## src/rtl/icache.sv

```systemverilog
// Direct-mapped instruction cache with one-word frames and a two-state miss FSM.
// Optional hit/miss statistics counters are built only when ICACHE_STATS_EN is defined.
module icache #(
    parameter int SETS = 16
) (
    input  logic        CLK,
    input  logic        nRST,
    input  logic        imemREN,
    input  logic [31:0] imemaddr,
    output logic        ihit,
    output logic [31:0] imemload,
    output logic        iREN,
    output logic [31:0] iaddr,
    input  logic        iwait,
    input  logic [31:0] iload,
    output logic [31:0] hit_count,
    output logic [31:0] miss_count
);
    localparam int IDX_W = $clog2(SETS);
    localparam int TAG_W = 30 - IDX_W;

    typedef enum logic {IDLE, FETCH} state_t;

    state_t            state_q, state_d;
    logic [31:0]       miss_addr_q, miss_addr_d;
    logic [SETS-1:0]   valid_q, valid_d;
    logic [TAG_W-1:0]  tag_mem [SETS];
    logic [31:0]       data_mem [SETS];

    logic [IDX_W-1:0]  req_idx, miss_idx;
    logic [TAG_W-1:0]  req_tag, miss_tag;
    logic              lookup_hit;
    logic              fill_en;
    logic [1:0]        unused_byte_offset;

    assign req_idx            = imemaddr[IDX_W+1:2];
    assign req_tag            = imemaddr[31:IDX_W+2];
    assign miss_idx           = miss_addr_q[IDX_W+1:2];
    assign miss_tag           = miss_addr_q[31:IDX_W+2];
    assign unused_byte_offset = imemaddr[1:0];

    assign lookup_hit = imemREN && valid_q[req_idx] && (tag_mem[req_idx] == req_tag);
    assign imemload   = data_mem[req_idx];

    always_comb begin
        state_d     = state_q;
        miss_addr_d = miss_addr_q;
        valid_d     = valid_q;
        ihit        = 1'b0;
        iREN        = 1'b0;
        iaddr       = 32'h0;
        fill_en     = 1'b0;
        case (state_q)
            IDLE: begin
                ihit = lookup_hit;
                if (imemREN && !lookup_hit) begin
                    state_d     = FETCH;
                    miss_addr_d = {imemaddr[31:2], 2'b00};
                end
            end
            FETCH: begin
                // The fill targets the latched address; datapath changes are ignored here.
                iREN  = 1'b1;
                iaddr = miss_addr_q;
                if (!iwait) begin
                    fill_en           = 1'b1;
                    valid_d[miss_idx] = 1'b1;
                    state_d           = IDLE;
                end
            end
            default: state_d = IDLE;
        endcase
    end

    always_ff @(posedge CLK or negedge nRST) begin
        if (!nRST) begin
            state_q     <= IDLE;
            miss_addr_q <= 32'h0;
            valid_q     <= '0;
        end else begin
            state_q     <= state_d;
            miss_addr_q <= miss_addr_d;
            valid_q     <= valid_d;
        end
    end

    // Tag/data storage carries no reset; the valid bits alone qualify contents.
    always_ff @(posedge CLK) begin
        if (fill_en) begin
            tag_mem[miss_idx]  <= miss_tag;
            data_mem[miss_idx] <= iload;
        end
    end

`ifdef ICACHE_STATS_EN
    logic [31:0] hit_count_q, hit_count_d;
    logic [31:0] miss_count_q, miss_count_d;
    logic        miss_start;

    assign miss_start = (state_q == IDLE) && (state_d == FETCH);

    always_comb begin
        hit_count_d  = hit_count_q;
        miss_count_d = miss_count_q;
        if (ihit && (hit_count_q != 32'hFFFF_FFFF)) begin
            hit_count_d = hit_count_q + 32'd1;
        end
        if (miss_start && (miss_count_q != 32'hFFFF_FFFF)) begin
            miss_count_d = miss_count_q + 32'd1;
        end
    end

    always_ff @(posedge CLK or negedge nRST) begin
        if (!nRST) begin
            hit_count_q  <= 32'h0;
            miss_count_q <= 32'h0;
        end else begin
            hit_count_q  <= hit_count_d;
            miss_count_q <= miss_count_d;
        end
    end

    assign hit_count  = hit_count_q;
    assign miss_count = miss_count_q;
`else
    assign hit_count  = 32'h0;
    assign miss_count = 32'h0;
`endif

endmodule
```

## config.mk

```make
export PLATFORM = sky130hd
export DESIGN_NAME = icache
export DESIGN_NICKNAME = d
export VERILOG_FILES = /design/src/rtl/icache.sv
export SDC_FILE = /design/constraint.sdc
export NUM_CORES = 1
export LEC_CHECK = 0
export ABC_AREA = 1
export BUFFER_PORTS_ARGS = -buffer_cell sky130_fd_sc_hd__buf_2
export CORE_ASPECT_RATIO = 0.8
export CORE_MARGIN = 10
export CORE_UTILIZATION = 55
export CTS_CLUSTER_SIZE = 25
export DETAILED_ROUTE_END_ITERATION = 10
export PLACE_DENSITY_LB_ADDON = 0.12
export SYNTH_ARGS = -nofsm -noshare
export SYNTH_HDL_FRONTEND = slang
export SYNTH_SLANG_ARGS = --single-unit
export TNS_END_PERCENT = 5
```

## constraint.sdc

```tcl
create_clock -name CLK -period 3.8 [get_ports CLK]
set_input_delay 0.76 -clock CLK [delete_from_list [all_inputs] [get_ports CLK]]
set_output_delay 0.76 -clock CLK [all_outputs]
set_load 0.1 [all_outputs]
```

==> results by group, run 1 <==
Pwr
  – Peak supply drop: 0.000379 V
  – P_int: 18.4 mW
  – Net Switching: 6.43 mW
  – Pwr Density: 542 nW/um^2
  – Switching Share: 25.9%
  – Power Total: 24.9 mW
  – P_leak: 17.1 nW
  – Comb power frac: 11.5%
  – Clk pwr share: 37.5%
  – Seq pwr share: 50.9%

STA
  – Slew margin rel.: 48.6%
  – Min Hold Slack: 0.176 ns
  – # setup viols final: 0
  – Final Max Slew Viols: 0
  – Fin crit period: 3.71 ns
  – Final hold vios: 0
  – Clock skew: 0.0262 ns
  – Setup TNS: 0 ns
  – Fmax: 269 MHz
  – Worst setup margin: 0.0864 ns
  – Worst Tran Pin Value: 0.770 ns
  – Tcrit/Tclk final: 97.7%

Setup path
  – Crit-path max cell delay: 0.33 ns
  – Critical path type: in -> out
  – CP Data Arrival Time: 2.95 ns
  – Crit-path cells: buf_16 -> buf_12 -> or2_2 -> nand3_1 -> nand3_1 -> nand3_1 -> nand2_1 -> nand2_1 -> nand4_1 -> nor2_1 -> nand3b_1 -> nor3_2 -> buf_4 -> buf_12
  – R2r startpoint: state_q
  – R2R setup slack: 1.07 ns
  – CP required: 3.04 ns
  – CP delay by family, top: simple AND/OR/NAND/NOR gates
  – Crit-path max FO: 60
  – R2r endpoint: tag_mem[8][12]
  – Startpoint Class: primary input
  – CP max-delay cell: or2_2
  – Worst reg2reg path depth: 6
  – Crit. End Element: output port
  – Most used cell, CP: nand3_1
  – CP Buf/Inv Count: 4

Clock network
  – H-tree Lvls: 3
  – Clk slew on worst S/H paths: 0.06 ns
  – Hold_buf cts: 0
  – Clk sinks: 975
  – Clk root buf: clkbuf_16
  – Clock buffer depth: 3
  – TritonCTS clock tree: done
  – Cts bufs inserted: 93
  – Clock latency on the worst-skew pair: 0.66 ns

Route
  – Total iterations of the first detailed-routing run: 6
  – Remaining antenna violation count after routing: 0
  – DR vias/cell: 5.84
  – Detailed-route wire length: 105,000 um
  – Routed length per instance: 23.1 um
  – DR DRC count: 0
  – Vias after detailed routing: 26.4k
  – DR iter-0 viols: 2,824

Global routing
  – Grt total ovfl: 0
  – GRT Util Overall: 24.2%
  – First-pass GRT wire length: 155,000 um
  – Initial antenna violation count: 2
  – Largest net degree at the start of global routing: 94
  – Vias in the first global route: 25.1k

Logic synthesis
  – Yosys Warn Count: 0
  – Leading post-synthesis cells by cell area: edfxtp_1 69%, nand2_1 6.0%, o21ai_0 3.9%
  – Synthesized instance count: 3,365
  – Share of the synthesized area in the top cell type: 69.5%
  – Sequential area share after synthesis: 72.4%
  – Distinct cells, synth: 26
  – Synthesized area: 40,100 sq um
  – Yosys reg bits: 975
  – Syn_area_per_cell: 11.9 sq um
  – Cell taking the most area after synthesis: edfxtp_1

Die
  – Die height: 262 um
  – Die width: 322 um
  – Core Region: 72,100 sq um
  – Starting Density: 55.6%
  – Cell row count: 88
  – Top Ports: 198
  – Die area: 84,200 sq um

Layout
  – Share of post-route cells with drive strength above 1: 11.4%
  – Number of fill cells in the layout: 5,357
  – Most frequent cells in the layout: 928 x edfxtp_1, 635 x nand2_1, 388 x nor2_1, 312 x o21ai_0, 302 x nand3_1
  – Finished Cell Area: 45,900 sq um
  – Commonest non-fill, non-tap cell in the layout: edfxtp_1
  – Nets: 3,568
  – Synthesis-to-finish area growth: 14.5%

Placement
  – Dpl cell area: 42,700 sq um
  – Port bufs: 129
  – Pre-CTS setup slack: 0.106 ns
  – Final GP Congestion: 0.825
  – DP Wirelength: 55,300 um

Flow run
  – Max Cap Viol: 0

Worst hold path
  – Hold WC Path Type: in -> async

Outcome
  – Status: finished clean
-- final cells by class --
class	instances	area [sq um]	area share, %
Clock inverter	35	483	1.05
Tap cell	945	1180	2.58
Inverter	213	835	1.82
Sequential cell	975	29000	63.3
Multi-Input combinational cell	1970	9200	20.0
Clock buffer	134	2590	5.65
Timing Repair Buffer	247	2570	5.59
Antenna cell	1	2.50	0.00545
-- state kept, by name, summed over array words and instances (netlist names) --
name,count
data_mem,512
tag_mem,416
valid_q,16
state_q,1
miss_addr_q,30
-- layer usage --
metal	routed length (um)	global-route usage, %
met2	50200	39.4
met1	43100	33.8
met3	8480	3.87
met5	19	0
met4	2670	6.50
-- power by group through the flow --
stage / Combinational, mW / Sequential (mW) / Clock (mW)
final: 2.87 / 12.7 / 9.33
after global routing: 3.05 / 12.7 / 9.89
after CTS: 2.84 / 12.7 / 9.47
after detailed placement: 2.83 / 12.9 / 0
after global placement: 2.79 / 12.9 / 0
after floorplan: 1.96 / 12.8 / 0
-- worst register-to-register path, stage by stage, from the launching register on --
cell and delay [ns]:
dfrtp_1 0.40, buf_4 0.45, inv_1 0.15, nor2_1 0.17
nand3_1 0.39, nor2_4 0.21, buf_4 0.56
-- stage by stage --
step,utilization (%),std cells
6_report,63.6,4520
5_1_grt,63.6,4519
4_1_cts,63.4,4513
3_5_place_dp,59.1,4344
3_3_place_gp,59.1,4344
2_1_floorplan,-,3430
-- worst max-delay path by stage --
| stage | start | end | slack (ns) | cells past startpoint |
|---|---|---|---|---|
| 2_1_floorplan | state_q | data_mem[10][0] | -0.54 | 4 |
| 3_3_place_gp | imemaddr[3] | ihit | 0.1 | 15 |
| 3_5_place_dp | imemaddr[2] | ihit | 0.11 | 12 |
| 4_1_cts | imemaddr[2] | ihit | 0.09 | 12 |
| 5_1_grt | imemaddr[2] | ihit | -0.003 | 16 |
| 6_report | imemaddr[2] | ihit | 0.09 | 14 |
-- repair_timing --
item | in CTS | in global routing
gates resized for setup | 0 | 14
endpoints found under the setup margin | 0 | 6
buffers inserted | 0 | 3
-- kinds of logic (layout without fill, tap and decap cells) --
kind of cell	after synthesis	count (layout)	share of synthesized area, %
compound gates	535	535	8.06
buf+inv	485	629	5.57
flops	975	975	72.4
other cells	1	67	0.00935
simple gates	1369	1369	13.9
-- cells in the mapped netlist --
master and n:
clkbuf_1 115, buf_6 7, nor3_1 1, nor2_1 405
nand3b_1 7, nand2_2 1, conb_1 1, clkinv_1 1
nand2_1 637, nand4_1 5, dfrtp_1 47, o211ai_1 55
or2_2 11, a21oi_1 13, o21ai_1 26, inv_1 209
o221ai_1 101, nand3_1 302, a21o_1 1, buf_4 76
o21ai_0 312, o22ai_1 27, edfxtp_1 928, inv_2 3
buf_1 14, buf_2 60
No activity file was read; power rests on OpenSTA's default activity.
==> run 2: changes to the inputs <==
--- a/config.mk
+++ b/config.mk
@@ -5,7 +5,7 @@
 export SDC_FILE = /design/constraint.sdc
 export NUM_CORES = 1
 export LEC_CHECK = 0
-export ABC_AREA = 1
+export ABC_AREA = 0
 export BUFFER_PORTS_ARGS = -buffer_cell sky130_fd_sc_hd__buf_2
 export CORE_ASPECT_RATIO = 0.8
 export CORE_MARGIN = 10
==> run 2 against run 1 <==
The flow now finishes with violations (negative setup slack). Non-clock buffer count grew 34. Flip-flop and latch count is the same. Worst hold slack gained 0.093 ns. Power shrank 2.3%. Combinational power shrank 2%. First-iteration DRC count shrank 31%. Core utilization grew 0.66 points. Wire length shrank 18%. Synthesized cell count shrank 50%. Clock power shrank 7.3%. Critical endpoint unchanged.
==> results by group, run 2 <==
Layout
  – Commonest non-fill, non-tap cell in the layout: edfxtp_1 (unchanged)
  – Number of fill cells in the layout: 4,473 (was 5,357)
  – Largest registers: data_mem (512), tag_mem (416), miss_addr_q (30) (unchanged)
  – Nets: 2,030 (was 3,568)
  – Share of post-route cells with drive strength above 1: 37.7% (was 11.4%)
  – Synthesis-to-finish area growth: 16.1% (was 14.5%)
  – Layout Cells excl Fill: 2,965 (was 4,520)
  – Max reg flops: 512 (unchanged)
  – Register with the most flip-flops: data_mem (unchanged)
  – Most frequent cells in the layout: 928 x edfxtp_1, 266 x mux4_2, 111 x buf_2, 101 x buf_4, 92 x clkbuf_16 (was 928 x edfxtp_1, 635 x nand2_1, 388 x nor2_1, 312 x o21ai_0, 302 x nand3_1)
  – Finished Cell Area: 44,200 sq um (was 45,900 sq um)

Logic synthesis
  – Top FF cell, synth: edfxtp_1 (unchanged)
  – Synthesized area: 38,100 sq um (was 40,100 sq um)
  – Yosys Warn Count: 0 (unchanged)
  – Leading post-synthesis cells by cell area: edfxtp_1 73%, mux4_2 16%, dfrtp_1 3.1% (was edfxtp_1 69%, nand2_1 6.0%, o21ai_0 3.9%)
  – Synthesized instance count: 1,667 (was 3,365)
  – Distinct cells, synth: 50 (was 26)
  – Async S/R FF share, synth: 4.82% (unchanged)
  – Count leader, synth: edfxtp_1 (unchanged)
  – Sequential area share after synthesis: 76.3% (was 72.4%)
  – Syn_area_per_cell: 22.8 sq um (was 11.9 sq um)
  – Share of the synthesized area in the top cell type: 73.2% (was 69.5%)
  – Yosys reg bits: 975 (unchanged)
  – Cell taking the most area after synthesis: edfxtp_1 (unchanged)
  – EDFF count, synth: 928 (unchanged)
  – Synth top cells by count: 928 x edfxtp_1, 266 x mux4_2, 69 x buf_4 (was 928 x edfxtp_1, 637 x nand2_1, 405 x nor2_1)

STA
  – Worst Tran Pin Value: 0.969 ns (was 0.770 ns)
  – Setup TNS: -0.240 ns (was 0 ns)
  – Final Max Slew Viols: 0 (unchanged)
  – # setup viols final: 1 (was 0)
  – Final hold vios: 0 (unchanged)
  – Clock skew: 0.0209 ns (was 0.0262 ns)
  – Fin crit period: 4.04 ns (was 3.71 ns)
  – Slew margin rel.: 35.4% (was 48.6%)
  – Fmax: 248 MHz (was 269 MHz)
  – Tcrit/Tclk final: 106% (was 97.7%)
  – RSZ-0062 raised after global routing: yes
  – Worst setup margin: -0.240 ns (was 0.0864 ns)

Setup path
  – Startpoint Class: primary input (unchanged)
  – Critical path type: in -> out (unchanged)
  – CP startpoint: imemaddr[2] (unchanged)
  – R2r startpoint: tag_mem[14][23] (was state_q)
  – Crit. End Element: output port (unchanged)
  – R2R setup slack: 0.51 ns (was 1.07 ns)
  – Crit path to: ihit (unchanged)
  – R2r endpoint: miss_addr_q[11] (was tag_mem[8][12])
  – CP Data Arrival Time: 3.28 ns (was 2.95 ns)
  – CP required: 3.04 ns (about the same)
  – Crit-path max FO: 7 (was 60)
  – Worst reg2reg path depth: 13 (was 6)

Pwr
  – Peak supply drop: 0.000320 V (was 0.000379 V)
  – P_leak: 14.7 nW (was 17.1 nW)
  – Comb power frac: 11.6% (was 11.5%)
  – Switching Share: 25.2% (was 25.9%)
  – Clk pwr share: 35.6% (was 37.5%)
  – P_int: 18.2 mW (was 18.4 mW)
  – Seq pwr share: 52.8% (was 50.9%)
  – Pwr Density: 550 nW/um^2 (was 542 nW/um^2)
  – Net Switching: 6.13 mW (was 6.43 mW)

Route
  – Total iterations of the first detailed-routing run: 7 (was 6)
  – Routed length per instance: 28.9 um (was 23.1 um)
  – Vias after detailed routing: 17.9k (was 26.4k)
  – DR iter-0 viols: 1,940 (was 2,824)
  – DR DRC count: 0 (unchanged)
  – Remaining antenna violation count after routing: 0 (unchanged)
  – Detailed-route wire length: 85,600 um (was 105,000 um)
  – DR vias/cell: 6.04 (was 5.84)

Clock network
  – Clk root buf: clkbuf_16 (unchanged)
  – Clock buffer depth: 3 (unchanged)
  – Clock latency on the worst-skew pair: 0.65 ns (was 0.66 ns)
  – H-tree Lvls: 3 (unchanged)
  – Clk slew on worst S/H paths: 0.06 ns (about the same)
  – Cts bufs inserted: 91 (was 93)
  – Hold_buf cts: 0 (unchanged)
  – TritonCTS clock tree: done (unchanged)
  – Clk sinks: 975 (unchanged)

Placement
  – Port bufs: 129 (unchanged)
  – Pre-CTS setup slack: -0.459 ns (was 0.106 ns)
  – Final GP Congestion: 0.770 (was 0.825)
  – Dpl cells: 2,775 (was 4,344)
  – DP Wirelength: 46,400 um (was 55,300 um)
  – Dpl cell area: 40,900 sq um (was 42,700 sq um)

Die
  – Die height: 255 um (was 262 um)
  – Top Ports: 198 (unchanged)
  – Cell row count: 86 (was 88)
  – Die area: 80,200 sq um (was 84,200 sq um)
  – Die width: 314 um (was 322 um)
  – Core Region: 68,800 sq um (was 72,100 sq um)
  – Starting Density: 55.4% (was 55.6%)

Global routing
  – GRT Util Overall: 21.4% (was 24.2%)
  – Initial antenna violation count: 4 (was 2)
  – Grt total ovfl: 0 (unchanged)
  – Vias in the first global route: 18.4k (was 25.1k)
  – Largest net degree at the start of global routing: 60 (was 94)
  – First-pass GRT wire length: 126,000 um (was 155,000 um)

Outcome
  – Failing checks: negative setup slack
  – Status: complete, but fails checks (was finished clean)

Flow run
  – Max Cap Viol: 0 (unchanged)

Worst hold path
  – Hold WC Path Type: in -> async (unchanged)
[run 2: changes by cell type after synthesis, moves of 29 or more]
| cell | before | now |
|---|---|---|
| o211ai_1 | 55 | 1 |
| o221ai_1 | 101 | 1 |
| and2_1 | 0 | 31 |
| nand3_1 | 302 | 5 |
| inv_1 | 209 | 7 |
| nor2_1 | 405 | 25 |
| mux2i_1 | 0 | 29 |
| mux4_2 | 0 | 266 |
| mux2_4 | 0 | 29 |
| o21ai_0 | 312 | 5 |
| clkbuf_1 | 115 | 33 |
| buf_2 | 60 | 27 |
| nand2_1 | 637 | 19 |
[run 2: stage by stage]
step                util, %  power, mW  hold slack [ns]
global placement       59.5       15.8            0.446
global route           64.3       25.1            0.287
floorplan                 -       15.0            0.434
CTS                    64.0       24.5            0.255
finish                 64.3       24.3            0.269
detailed placement     59.5       15.8            0.448
[run 2: worst min-delay path by stage]
stage | from | end
CTS | nRST | miss_addr_q[19]
global placement | valid_q[5] | valid_q[5]
detailed placement | valid_q[13] | valid_q[13]
floorplan | valid_q[12] | valid_q[12]
global route | nRST | miss_addr_q[27]
finish | nRST | miss_addr_q[15]
[run 2: cell type report]
class                      count  area, sq um  area share [%]
multi-input combinational    605         8610            19.5
clock inverter                50          399           0.903
clock buffer                 118         2420            5.47
timing repair buffer         281         2550            5.76
antenna                        4         10.0          0.0226
inverter                       8         32.5          0.0736
sequential                   975        29000            65.7
tap                          924         1160            2.61
[run 2: per-layer routing]
layer  share of wire, %  wire length [um]  GRT usage, %  vias up
met2                 49             41900          33.5      681
met5                  0                 0             0        -
met3                7.2              6190          3.99      114
met1                 42             36000          31.3     9667
li1                   -                 -             -     7454
met4                1.8              1530          4.59        0
[run 2: cells by family after synthesis]
group,count (synthesis),synth area share [%]
and+or+nand+nor,136,1.93
xor gates and xnor gates,27,0.621
AOI/OAI and AO/OA,44,0.861
muxes,332,17.9
buffers and inverters,152,2.44
other,1,0.00985
DFF,975,76.3
[run 2: worst max-delay path: stages]
cell and delay (ns):
buf_16 0.13, buf_12 0.14, buf_12 0.12, buf_4 0.11
mux4_2 0.49, mux2i_1 0.22, xnor2_1 0.11, nand2_1 0.19
o2111ai_1 0.17, nor4_2 0.33, nand2_1 0.15, nor2_2 0.16
buf_12 0.20
[run 2: timing repair]
item,4_1_cts,5_1_grt
buffers inserted,8,9
gates cloned,1,0
pin swaps,11,5
resized for setup,37,40
endpoints found under the setup margin,25,24
[run 2: power groups by stage]
stage	sequential [mW]	combinational (mW)	clock (mW)
detailed placement	13.1	2.76	0
global placement	13.0	2.73	0
CTS	12.9	2.80	8.82
floorplan	12.9	2.10	0
global route	12.9	2.94	9.24
finish	12.8	2.81	8.65
